==> config.mk <==
export PLATFORM = sky130hd
export DESIGN_NAME = aes_inv_sub_bytes
export DESIGN_NICKNAME = d
export VERILOG_FILES = /design/src/rtl/aes_inv_sub_bytes.sv
export SDC_FILE = /design/constraint.sdc
export NUM_CORES = 1
export LEC_CHECK = 0
export BUFFER_PORTS_ARGS = -buffer_cell sky130_fd_sc_hd__buf_4
export CORE_UTILIZATION = 57
export CTS_BUF_LIST = sky130_fd_sc_hd__clkbuf_4
export DETAILED_ROUTE_END_ITERATION = 10
export PLACE_DENSITY_LB_ADDON = 0.2
export SYNTH_ARGS = -nofsm -noshare
export SYNTH_HDL_FRONTEND = slang
export SYNTH_SLANG_ARGS = --single-unit
==> constraint.sdc <==
create_clock -name clk_i -period 4.7 [get_ports clk_i]
set_input_delay 0.235 -clock clk_i [delete_from_list [all_inputs] [get_ports clk_i]]
set_output_delay 0.235 -clock clk_i [all_outputs]
set_load 0.01 [all_outputs]
==> src/rtl/aes_inv_sub_bytes.sv <==
// AES InvSubBytes engine: 128-bit state, LANES bytes substituted per cycle.
// Ports: clk_i, reset_n_i, v_i/data_i/ready_o in, v_o/data_o/yumi_i out.
module aes_inv_sub_bytes #(
  parameter int LANES = 1
) (
  input  logic         clk_i,
  input  logic         reset_n_i,
  input  logic         v_i,
  input  logic [127:0] data_i,
  output logic         ready_o,
  output logic         v_o,
  output logic [127:0] data_o,
  input  logic         yumi_i
);

  localparam int GROUPS = 16 / LANES;
  localparam int CW = (GROUPS > 1) ? $clog2(GROUPS) : 1;
  localparam logic [CW-1:0] LAST = CW'(GROUPS - 1);

  localparam logic [7:0] INV_SBOX [256] = '{
    8'h52, 8'h09, 8'h6a, 8'hd5, 8'h30, 8'h36, 8'ha5, 8'h38,
    8'hbf, 8'h40, 8'ha3, 8'h9e, 8'h81, 8'hf3, 8'hd7, 8'hfb,
    8'h7c, 8'he3, 8'h39, 8'h82, 8'h9b, 8'h2f, 8'hff, 8'h87,
    8'h34, 8'h8e, 8'h43, 8'h44, 8'hc4, 8'hde, 8'he9, 8'hcb,
    8'h54, 8'h7b, 8'h94, 8'h32, 8'ha6, 8'hc2, 8'h23, 8'h3d,
    8'hee, 8'h4c, 8'h95, 8'h0b, 8'h42, 8'hfa, 8'hc3, 8'h4e,
    8'h08, 8'h2e, 8'ha1, 8'h66, 8'h28, 8'hd9, 8'h24, 8'hb2,
    8'h76, 8'h5b, 8'ha2, 8'h49, 8'h6d, 8'h8b, 8'hd1, 8'h25,
    8'h72, 8'hf8, 8'hf6, 8'h64, 8'h86, 8'h68, 8'h98, 8'h16,
    8'hd4, 8'ha4, 8'h5c, 8'hcc, 8'h5d, 8'h65, 8'hb6, 8'h92,
    8'h6c, 8'h70, 8'h48, 8'h50, 8'hfd, 8'hed, 8'hb9, 8'hda,
    8'h5e, 8'h15, 8'h46, 8'h57, 8'ha7, 8'h8d, 8'h9d, 8'h84,
    8'h90, 8'hd8, 8'hab, 8'h00, 8'h8c, 8'hbc, 8'hd3, 8'h0a,
    8'hf7, 8'he4, 8'h58, 8'h05, 8'hb8, 8'hb3, 8'h45, 8'h06,
    8'hd0, 8'h2c, 8'h1e, 8'h8f, 8'hca, 8'h3f, 8'h0f, 8'h02,
    8'hc1, 8'haf, 8'hbd, 8'h03, 8'h01, 8'h13, 8'h8a, 8'h6b,
    8'h3a, 8'h91, 8'h11, 8'h41, 8'h4f, 8'h67, 8'hdc, 8'hea,
    8'h97, 8'hf2, 8'hcf, 8'hce, 8'hf0, 8'hb4, 8'he6, 8'h73,
    8'h96, 8'hac, 8'h74, 8'h22, 8'he7, 8'had, 8'h35, 8'h85,
    8'he2, 8'hf9, 8'h37, 8'he8, 8'h1c, 8'h75, 8'hdf, 8'h6e,
    8'h47, 8'hf1, 8'h1a, 8'h71, 8'h1d, 8'h29, 8'hc5, 8'h89,
    8'h6f, 8'hb7, 8'h62, 8'h0e, 8'haa, 8'h18, 8'hbe, 8'h1b,
    8'hfc, 8'h56, 8'h3e, 8'h4b, 8'hc6, 8'hd2, 8'h79, 8'h20,
    8'h9a, 8'hdb, 8'hc0, 8'hfe, 8'h78, 8'hcd, 8'h5a, 8'hf4,
    8'h1f, 8'hdd, 8'ha8, 8'h33, 8'h88, 8'h07, 8'hc7, 8'h31,
    8'hb1, 8'h12, 8'h10, 8'h59, 8'h27, 8'h80, 8'hec, 8'h5f,
    8'h60, 8'h51, 8'h7f, 8'ha9, 8'h19, 8'hb5, 8'h4a, 8'h0d,
    8'h2d, 8'he5, 8'h7a, 8'h9f, 8'h93, 8'hc9, 8'h9c, 8'hef,
    8'ha0, 8'he0, 8'h3b, 8'h4d, 8'hae, 8'h2a, 8'hf5, 8'hb0,
    8'hc8, 8'heb, 8'hbb, 8'h3c, 8'h83, 8'h53, 8'h99, 8'h61,
    8'h17, 8'h2b, 8'h04, 8'h7e, 8'hba, 8'h77, 8'hd6, 8'h26,
    8'he1, 8'h69, 8'h14, 8'h63, 8'h55, 8'h21, 8'h0c, 8'h7d
  };

  typedef enum logic [1:0] {
    IDLE,
    BUSY,
    DONE
  } state_e;

  state_e        state_q;
  logic [CW-1:0] cnt_q;
  logic [127:0]  work_q;
  logic [127:0]  work_d;
  logic          ready_q;
  logic          v_q;
  logic [7:0]    lane_out [LANES];

  // Only LANES substitution boxes: the current group is muxed out of
  // the work register, substituted, and written back in place.
  always_comb begin
    for (int l = 0; l < LANES; l++) begin
      lane_out[l] =
        INV_SBOX[work_q[8*(int'(cnt_q)*LANES+l) +: 8]];
    end
    work_d = work_q;
    for (int k = 0; k < 16; k++) begin
      if ((k / LANES) == int'(cnt_q)) begin
        work_d[8*k +: 8] = lane_out[k % LANES];
      end
    end
  end

  always_ff @(posedge clk_i or negedge reset_n_i) begin
    if (!reset_n_i) begin
      state_q <= IDLE;
      cnt_q   <= '0;
      work_q  <= '0;
      ready_q <= 1'b1;
      v_q     <= 1'b0;
    end else begin
      unique case (state_q)
        IDLE: begin
          if (v_i) begin
            work_q  <= data_i;
            cnt_q   <= '0;
            ready_q <= 1'b0;
            state_q <= BUSY;
          end
        end
        BUSY: begin
          work_q <= work_d;
          if (cnt_q == LAST) begin
            v_q     <= 1'b1;
            state_q <= DONE;
          end else begin
            cnt_q <= cnt_q + CW'(1);
          end
        end
        DONE: begin
          if (yumi_i) begin
            v_q     <= 1'b0;
            ready_q <= 1'b1;
            state_q <= IDLE;
          end
        end
        default: begin
          v_q     <= 1'b0;
          ready_q <= 1'b1;
          state_q <= IDLE;
        end
      endcase
    end
  end

  assign ready_o = ready_q;
  assign v_o     = v_q;
  assign data_o  = work_q;

endmodule

==> summary.md, run 1 <==
| Metric | Value |
|---|---|
| Outcome | `stopped before the end` |
| Last stage | `global routing (5_1_grt)` |
| Err | `[ERROR GRT-0232] Routing congestion too high. Check the congestion heatmap in the GUI.` |
| Total GRT Usage | `75.1%` |
| Synth cell types | `93` |
| Synthesized area | `11,200 um^2` |
| Syn_nets | `1,495` |
| Die width | `142 um` |
| Root Driver | `clkbuf_4` |
| CTS Hold Bufs | `94` |
| Largest net degree at the start of global routing | `108` |
| Top cells by area, synth | `dfrtp_1, nand2_1, nor2_1` |
| Detailed Place HPWL | `38,300 um` |
| Post-CTS setup repair buffer count | `0` |
| I/O pin count | `262` |
| Htree depth | `4` |
| Chip height | `142 um` |
| FF+latch count, synth | `136` |
| EDFF count, synth | `0` |
| Final RePlAce weighted congestion | `1.29` |
| Post-Syn Area per Cell | `8.37 um^2` |
| IO Port Bufs | `261` |
| TritonCTS Buffers | `17` |
| Clk buf depth | `2` |
| Syn. warnings | `0` |
| Seq/Total Area, Yosys | `30.4%` |
| Dominant cell type by area after synthesis | `dfrtp_1` |
| Post-CTS resize count | `0` |
| Rows | `50` |
| Yosys top cell area share | `30.2%` |
| CTS sink cnt | `136` |
| Post-synthesis async set-or-reset flop share | `100%` |
| Cells after Synth | `1,337` |
| Predominant post-synthesis flop cell | `dfrtp_1` |
| Gr ovfl total | `1` |
| Initial Util | `59.0%` |
==> kinds of logic after synthesis <==
kind of cell / synth area share, %
AOI/OAI and AO/OA: 32.7
xor gates and xnor gates: 0.0783
adders and majority gates: 2.91
buffers and inverters: 7.28
DFF: 30.4
muxes: 9.36
and+or+nand+nor: 17.2
==> cell usage after synthesis, drive strengths merged (10+ instances only) <==
master / number
nand2: 212
nor2: 175
o21ai: 143
dfrtp: 135
buf: 77
a21oi: 66
a22o: 50
clkbuf: 42
o211ai: 39
o22a: 35
mux4: 32
ha: 26
a211oi: 21
nand3: 20
mux2i: 19
nor3: 19
a31oi: 17
inv: 17
o221ai: 16
a22oi: 13
o22ai: 13
o2111ai: 10
==> per-layer routing <==
metal  overflow  global-route usage [%]
met1          0                    77.2
met3          0                    60.7
met4          0                    68.3
met5          0                    27.8
met2          1                    91.5
==> through the flow <==
step	setup slack [ns]	cells	hold slack, ns	instance area, um^2
floorplan	0.413	1337	-0.0606	11200
global placement	0.423	1869	0.302	13900
detailed placement	0.264	1869	0.314	13900
CTS	0.215	1995	0.00358	15200
==> run 2, diff against run 1 <==
--- a/config.mk
+++ b/config.mk
@@ -6,10 +6,9 @@
 export NUM_CORES = 1
 export LEC_CHECK = 0
 export BUFFER_PORTS_ARGS = -buffer_cell sky130_fd_sc_hd__buf_4
-export CORE_UTILIZATION = 57
-export CTS_BUF_LIST = sky130_fd_sc_hd__clkbuf_4
+export CORE_UTILIZATION = 40
 export DETAILED_ROUTE_END_ITERATION = 10
-export PLACE_DENSITY_LB_ADDON = 0.2
+export PLACE_DENSITY_LB_ADDON = 0.15
 export SYNTH_ARGS = -nofsm -noshare
 export SYNTH_HDL_FRONTEND = slang
 export SYNTH_SLANG_ARGS = --single-unit
==> run 2 against run 1 <==
  * The run now ends clean
  * Synthesized area did not move
  * Synthesized cell count did not move
==> summary.md, run 2 <==
| Metric | Value |
|---|---|
| Core Area | `27,200 um^2` |
| Chip height | `169 um` |
| Outcome | `finished clean` |
| Post-route clock skew | `0.0187 ns` |
| Synthesized area | `11,200 um^2` |
| CTS tree | `built` |
| Layout Nets | `1,787` |
| Via count | `13,200` |
| Largest register FFs | `128` |
| I/O pin count | `262` |
| Final Hold Fails | `0` |
| Initial antenna violation count | `0` |
| Ant diodes | `0` |
| Worst setup path class | `reg -> reg` |
| Rows | `60` |
| Origin of the critical flop-to-flop path | `cnt_q[2]` |
| Number of global-route vias before repair | `13,000` |
| Period Utilization, post-route | `96.7%` |
| Via-to-Cell Ratio | `6.58` |
| Initial Util | `41.2%` |
| Final setup viols | `0` |
| Worst Path Max Fanout | `16` |
| Gr ovfl total | `0` |
| Max-cap violations | `0` |
| Post-synthesis compound-gate area fraction | `32.7%` |
| Hold EP | `state_q[1]` |
| Fillers | `2,567` |
| Seq/Total Area, Yosys | `30.4%` |
| Initial DRT Pass Iterations | `5` |
| XOR/XNOR Fraction of Synth Area | `0.0783%` |
| Dominant cell type by area after synthesis | `dfrtp_1` |
| Final ANT Viol Nets | `0` |
| Fraction of layout cells with a size suffix above 1 | `30.1%` |
| Routed wire length | `57,400 um` |
| Synth cell types | `93` |
| RSZ-0062 raised after global routing | `false` |
| First-pass GRT wire length | `85,000 um` |
| Largest net degree at the start of global routing | `108` |
| Cells after Synth | `1,337` |
| Simple-Gate Fraction of Synth Area | `17.2%` |
| Min-Delay Path Class | `in -> reg` |
| Mux contribution to synthesized area | `9.36%` |
| Post-Syn Area per Cell | `8.37 um^2` |
| FF+latch count, synth | `136` |
| WHS Path Cells | `2` |
| Clk buf depth | `2` |
| # DRC | `0` |
| Top cells by area, synth | `dfrtp_1, nand2_1, nor2_1` |
| Root Driver | `clkbuf_16` |
| Worst Path Required | `4.96 ns` |
| IO Port Bufs | `261` |
| Commonest non-fill, non-tap cell in the layout | `buf_4` |
| Crit path launch type | `flop` |
| Largest family of logic cells by synthesized area | `compound AO/OA/AOI/OAI gates` |
| Die width | `169 um` |
| Htree depth | `4` |
| Post-Synth Adder-Cell Area | `2.91%` |
| Post-CTS setup repair buffer count | `0` |
| CTS sink cnt | `136` |
| Worst Tran Pin Value | `1.27 ns` |
| Slew Viols, Final | `0` |
| Iter 0 DRT Violations | `1,649` |
| Hold path start | `yumi_i` |
| Fin Setup TNS | `0 ns` |
| Slew margin rel. | `15.1%` |
| Final RePlAce weighted congestion | `1.05` |
| TritonCTS Buffers | `17` |
| Min Tclk post-route | `4.54 ns` |
| R2R depth | `12` |
| Commonest cells post-synth | `nand2_1, nor2_1, dfrtp_1, o21ai_0, a21oi_1` |
| Predominant post-synthesis flop cell | `dfrtp_1` |
| Reg2reg setup slack | `0.16 ns` |
| Post-DR wirelength/cell | `28.5 um` |
| Worst Path Arrival | `4.81 ns` |
| Commonest cells after routing, fill and taps aside | `buf_4, nand2_1, nor2_1` |
| DIE AREA | `28,600 um^2` |
| Area growth, synth to finish | `31.7%` |
| Syn_nets | `1,495` |
| Total GRT Usage | `40.1%` |
| Worst-path clk slew | `0.07 ns` |
| Fmax | `220 MHz` |
| EDFF count, synth | `0` |
| Detailed Place HPWL | `43,200 um` |
| Most frequent cell after synthesis | `nand2_1` |
| Post-synthesis async set-or-reset flop share | `100%` |
| Worst Setup End Kind | `flop` |
| FF-to-FF End | `data_o[92]` |
| Syn. warnings | `0` |
| Yosys top cell area share | `30.2%` |
| Clk_lat worst skew | `0.44 ns` |
| Design area | `14,700 um^2` |
| Post-placement cell area | `14,100 um^2` |
==> run 2: area by class of cell <==
class,instances,area (um^2),area share [%]
inverter,18,70.1,0.475
timing repair buffer,392,3120,21.2
clock inverter,15,200,1.36
sequential,136,3410,23.1
tap,372,465,3.16
clock buffer,17,425,2.89
multi-input combinational,1064,7040,47.8
==> run 2: worst max path at each step <==
| stage | start | endpoint | slack, ns | cells after the start |
|---|---|---|---|---|
| after global placement | cnt_q[0] | data_o[55] | 0.15 | 15 |
| after global routing | cnt_q[2] | data_o[92] | 0.03 | 12 |
| after floorplan | cnt_q[0] | data_o[12] | 0.41 | 18 |
| final | cnt_q[2] | data_o[92] | 0.16 | 12 |
| after CTS | cnt_q[0] | data_o[31] | 0.10 | 15 |
| after detailed placement | cnt_q[0] | data_o[31] | 0.14 | 15 |
==> run 2: worst max-delay path: stages (launching register included) <==
cell	delay, ns
dfrtp_1	0.75
mux4_2	0.42
a22oi_1	0.29
and2_1	0.41
ha_1	0.38
inv_1	0.21
o221ai_1	0.42
o21ai_0	0.24
nor2_2	0.11
a311oi_1	0.29
nor4_2	0.14
a22oi_4	0.47
o211ai_1	0.22
==> run 2: timing repair <==
item / 4_1_cts / 5_1_grt
hold endpoints to repair: 85 / 0
endpoints found under the setup margin: 0 / 106
hold buffers: 1 / 0
gates resized for setup: 0 / 5
==> run 2: cells by family after synthesis <==
family | Yosys count
buffers and inverters | 137
AND/OR/NAND/NOR | 465
adder cells (fa/ha/maj) | 26
AO/OA/AOI/OAI | 514
XOR/XNOR | 1
flip-flops | 136
multiplexers | 58
==> run 2: stage by stage <==
stage          setup slack (ns)  util, %  hold WS, ns  cells
5_1_grt                  0.0324     54.2       0.0339   2014
3_5_place_dp              0.140     51.8        0.343   1981
2_1_floorplan             0.413        -      -0.0606   1337
3_3_place_gp              0.149     51.8        0.333   1981
6_report                  0.155     54.2       0.0278   2014
4_1_cts                   0.102     54.1       0.0192   2014
==> run 2: per-layer routing <==
layer  global-route usage, %  part of all wire, %  vias to the layer above
li1                        -                    -                     5618
met1                    49.2                   37                     6509
met2                    66.3                   48                      910
met3                    6.25                  8.6                      208
met4                    24.7                  6.6                        0
met5                       0                    0                        -
Power of run 2 is left out: the tool's default activity adds up to more than one toggle a clock period on the data nets, which glitch-free logic cannot reach.
==> run 3, diff against run 2 <==
--- a/config.mk
+++ b/config.mk
@@ -6,9 +6,10 @@
 export NUM_CORES = 1
 export LEC_CHECK = 0
 export BUFFER_PORTS_ARGS = -buffer_cell sky130_fd_sc_hd__buf_4
+export CORE_ASPECT_RATIO = 0.8
 export CORE_UTILIZATION = 40
 export DETAILED_ROUTE_END_ITERATION = 10
-export PLACE_DENSITY_LB_ADDON = 0.15
+export PLACE_DENSITY = 0.69
 export SYNTH_ARGS = -nofsm -noshare
 export SYNTH_HDL_FRONTEND = slang
 export SYNTH_SLANG_ARGS = --single-unit
==> run 3 against run 2 <==
  * The run now ends with setup timing left
  * Cell count down 0.25%
  * Register-to-register slack worse by 0.18 ns
  * Sequential share of layout area about the same
  * Worst setup slack worse by 0.18 ns
  * Clock-buffer cell count up 5
  * Global-route usage about the same
  * Flip-flop and latch count unchanged
  * Die area about the same
  * Utilization down 0.39 points
  * First-iteration DRC count down 0.18%
  * Fmax down 3.7%
  * Critical endpoint is now data_o[35]
==> summary.md, run 3 (same netlist as run 2, synthesis figures left out) <==
| Metric | Value |
|---|---|
| Outcome | `finished with violations` |
| Failing checks | `setup timing` |
| Fillers | `2,590` |
| TritonCTS Buffers | `17` |
| Crit path cell chain | `buf_4 > mux4_2 > a22oi_1 > and2_1 > buf_12 > inv_4 > buf_4 > ha_1 > buf_4 > o211ai_1 > a21oi_1 > o311ai_1 > buf_4 > a32o_2 > buf_12 > o22a_1` |
| WP buf/inv | `7` |
| Slew Viols, Final | `0` |
| Via count | `13,300` |
| Final setup viols | `8` |
| Pre-CTS setup slack | `0.0610 ns` |
| Iter 0 DRT Violations | `1,646` |
| Max-cap violations | `0` |
| Post-route clock skew | `0.00874 ns` |
| Gr ovfl total | `0` |
| Final Util | `53.8%` |
| Fin Setup TNS | `-0.0625 ns` |
| Layout Nets | `1,789` |
| Crit-path slowest cell | `o311ai_1` |
| Post-DR wirelength/cell | `28.8 um` |
| Number of global-route vias before repair | `12,400` |
| R2R depth | `16` |
| Period Utilization, post-route | `100%` |
| Slew margin rel. | `26.5%` |
| Initial DRT Pass Iterations | `5` |
| Die width | `189 um` |
| Origin of the critical flop-to-flop path | `cnt_q[0]` |
| Routed wire length | `58,000 um` |
| Worst Path Max Fanout | `16` |
| IO Port Bufs | `261` |
| Root Driver | `clkbuf_16` |
| Total GRT Usage | `40.1%` |
| Htree depth | `4` |
| Min Tclk post-route | `4.72 ns` |
| Largest net degree at the start of global routing | `98` |
| CTS sink cnt | `136` |
| Rows | `54` |
| RSZ-0062 raised after global routing | `false` |
| # DRC | `0` |
| Via-to-Cell Ratio | `6.62` |
| First-pass GRT wire length | `83,600 um` |
| Critical path capture point | `data_o[35]` |
| Top delay family on crit path | `compound AO/OA/AOI/OAI gates` |
| Final RePlAce weighted congestion | `1.04` |
| CP startpoint | `cnt_q[0]` |
| Reg2reg setup slack | `-0.02 ns` |
| I/O pin count | `262` |
| Reg area | `3410 um^2` |
| Worst-path clk slew | `0.06 ns` |
| Largest register FFs | `128` |
| Worst setup path class | `reg -> reg` |
| Area of the multi-input gates | `7030 um^2` |
| Fraction of layout cells with a size suffix above 1 | `30.0%` |
| Detailed Place HPWL | `43,600 um` |
| Initial Util | `40.9%` |
| CTS tree | `built` |
| DIE AREA | `28,600 um^2` |
| Chip height | `152 um` |
| Clk_lat worst skew | `0.43 ns` |
| Commonest cells after routing, fill and taps aside | `buf_4, nand2_1, nor2_1` |
| Initial antenna violation count | `3` |
| Fmax | `212 MHz` |
| Worst Setup End Kind | `flop` |
| Final setup margin | `-0.0214 ns` |
| Critical path depth | `16` |
| FF-to-FF End | `data_o[35]` |
| Worst Path Arrival | `5.09 ns` |
| Worst Path Required | `5.07 ns` |
| Commonest non-fill, non-tap cell in the layout | `buf_4` |
| Min-Delay Path Class | `in -> reg` |
| Core Area | `27,400 um^2` |
| Worst path max stage delay | `0.70 ns` |
| Crit path launch type | `flop` |
| Area growth, synth to finish | `31.7%` |
| Worst Tran Pin Value | `1.10 ns` |
| Final ANT Viol Nets | `0` |
| Final Hold Fails | `0` |
| Most frequent CP cell | `buf_4` |
| Clk buf depth | `2` |
==> run 3: worst min path at each step <==
stage	from	to	slack [ns]	cells past startpoint
5_1_grt	data_i[22]	data_o[22]	0.12	3
3_3_place_gp	reset_n_i	data_o[45]	0.39	1
6_report	data_i[62]	data_o[62]	0.11	3
3_5_place_dp	reset_n_i	data_o[45]	0.40	1
4_1_cts	data_i[62]	data_o[62]	0.09	3
2_1_floorplan	reset_n_i	cnt_q[0]	-0.06	0
==> run 3: per-stage QoR <==
stage / instances / hold WS (ns) / cell area [um^2]
3_5_place_dp: 1973 / 0.400 / 14100
6_report: 2009 / 0.105 / 14700
4_1_cts: 2007 / 0.0916 / 14700
2_1_floorplan: 1337 / -0.0606 / 11200
3_3_place_gp: 1973 / 0.393 / 14100
5_1_grt: 2008 / 0.116 / 14700
==> run 3: per-layer routing <==
layer | vias to the layer above | track usage, % | routed length, um
li1 | 5625 | - | -
met1 | 6529 | 58.6 | 25300
met2 | 1018 | 58.4 | 23900
met3 | 119 | 10.2 | 7320
met4 | 2 | 10.6 | 1440
met5 | - | 0 | 12
==> run 3: area by class of cell <==
| class | instances | area share (%) |
|---|---|---|
| Multi-Input combinational cell | 1064 | 47.7 |
| Sequential cell | 136 | 23.1 |
| Timing Repair Buffer | 394 | 21.8 |
| Clock buffer | 22 | 3.22 |
| Tap cell | 364 | 3.09 |
| Clock inverter | 10 | 0.629 |
| Inverter | 18 | 0.476 |
| Antenna cell | 1 | 0.0170 |
==> run 3: repair_timing <==
| action | in CTS | in global routing |
|---|---|---|
| setup endpoints to repair | 0 | 34 |
| endpoints found under the hold margin | 96 | 0 |
| setup buffers | 0 | 1 |
| hold buffers | 2 | 0 |
| gates resized for setup | 0 | 6 |
==> run 3: worst min-delay path: stages <==
cell,delay (ns)
buf_4,0.08
o21ai_0,0.07
o21ai_1,0.12
Power of run 3 is left out for the same reason.
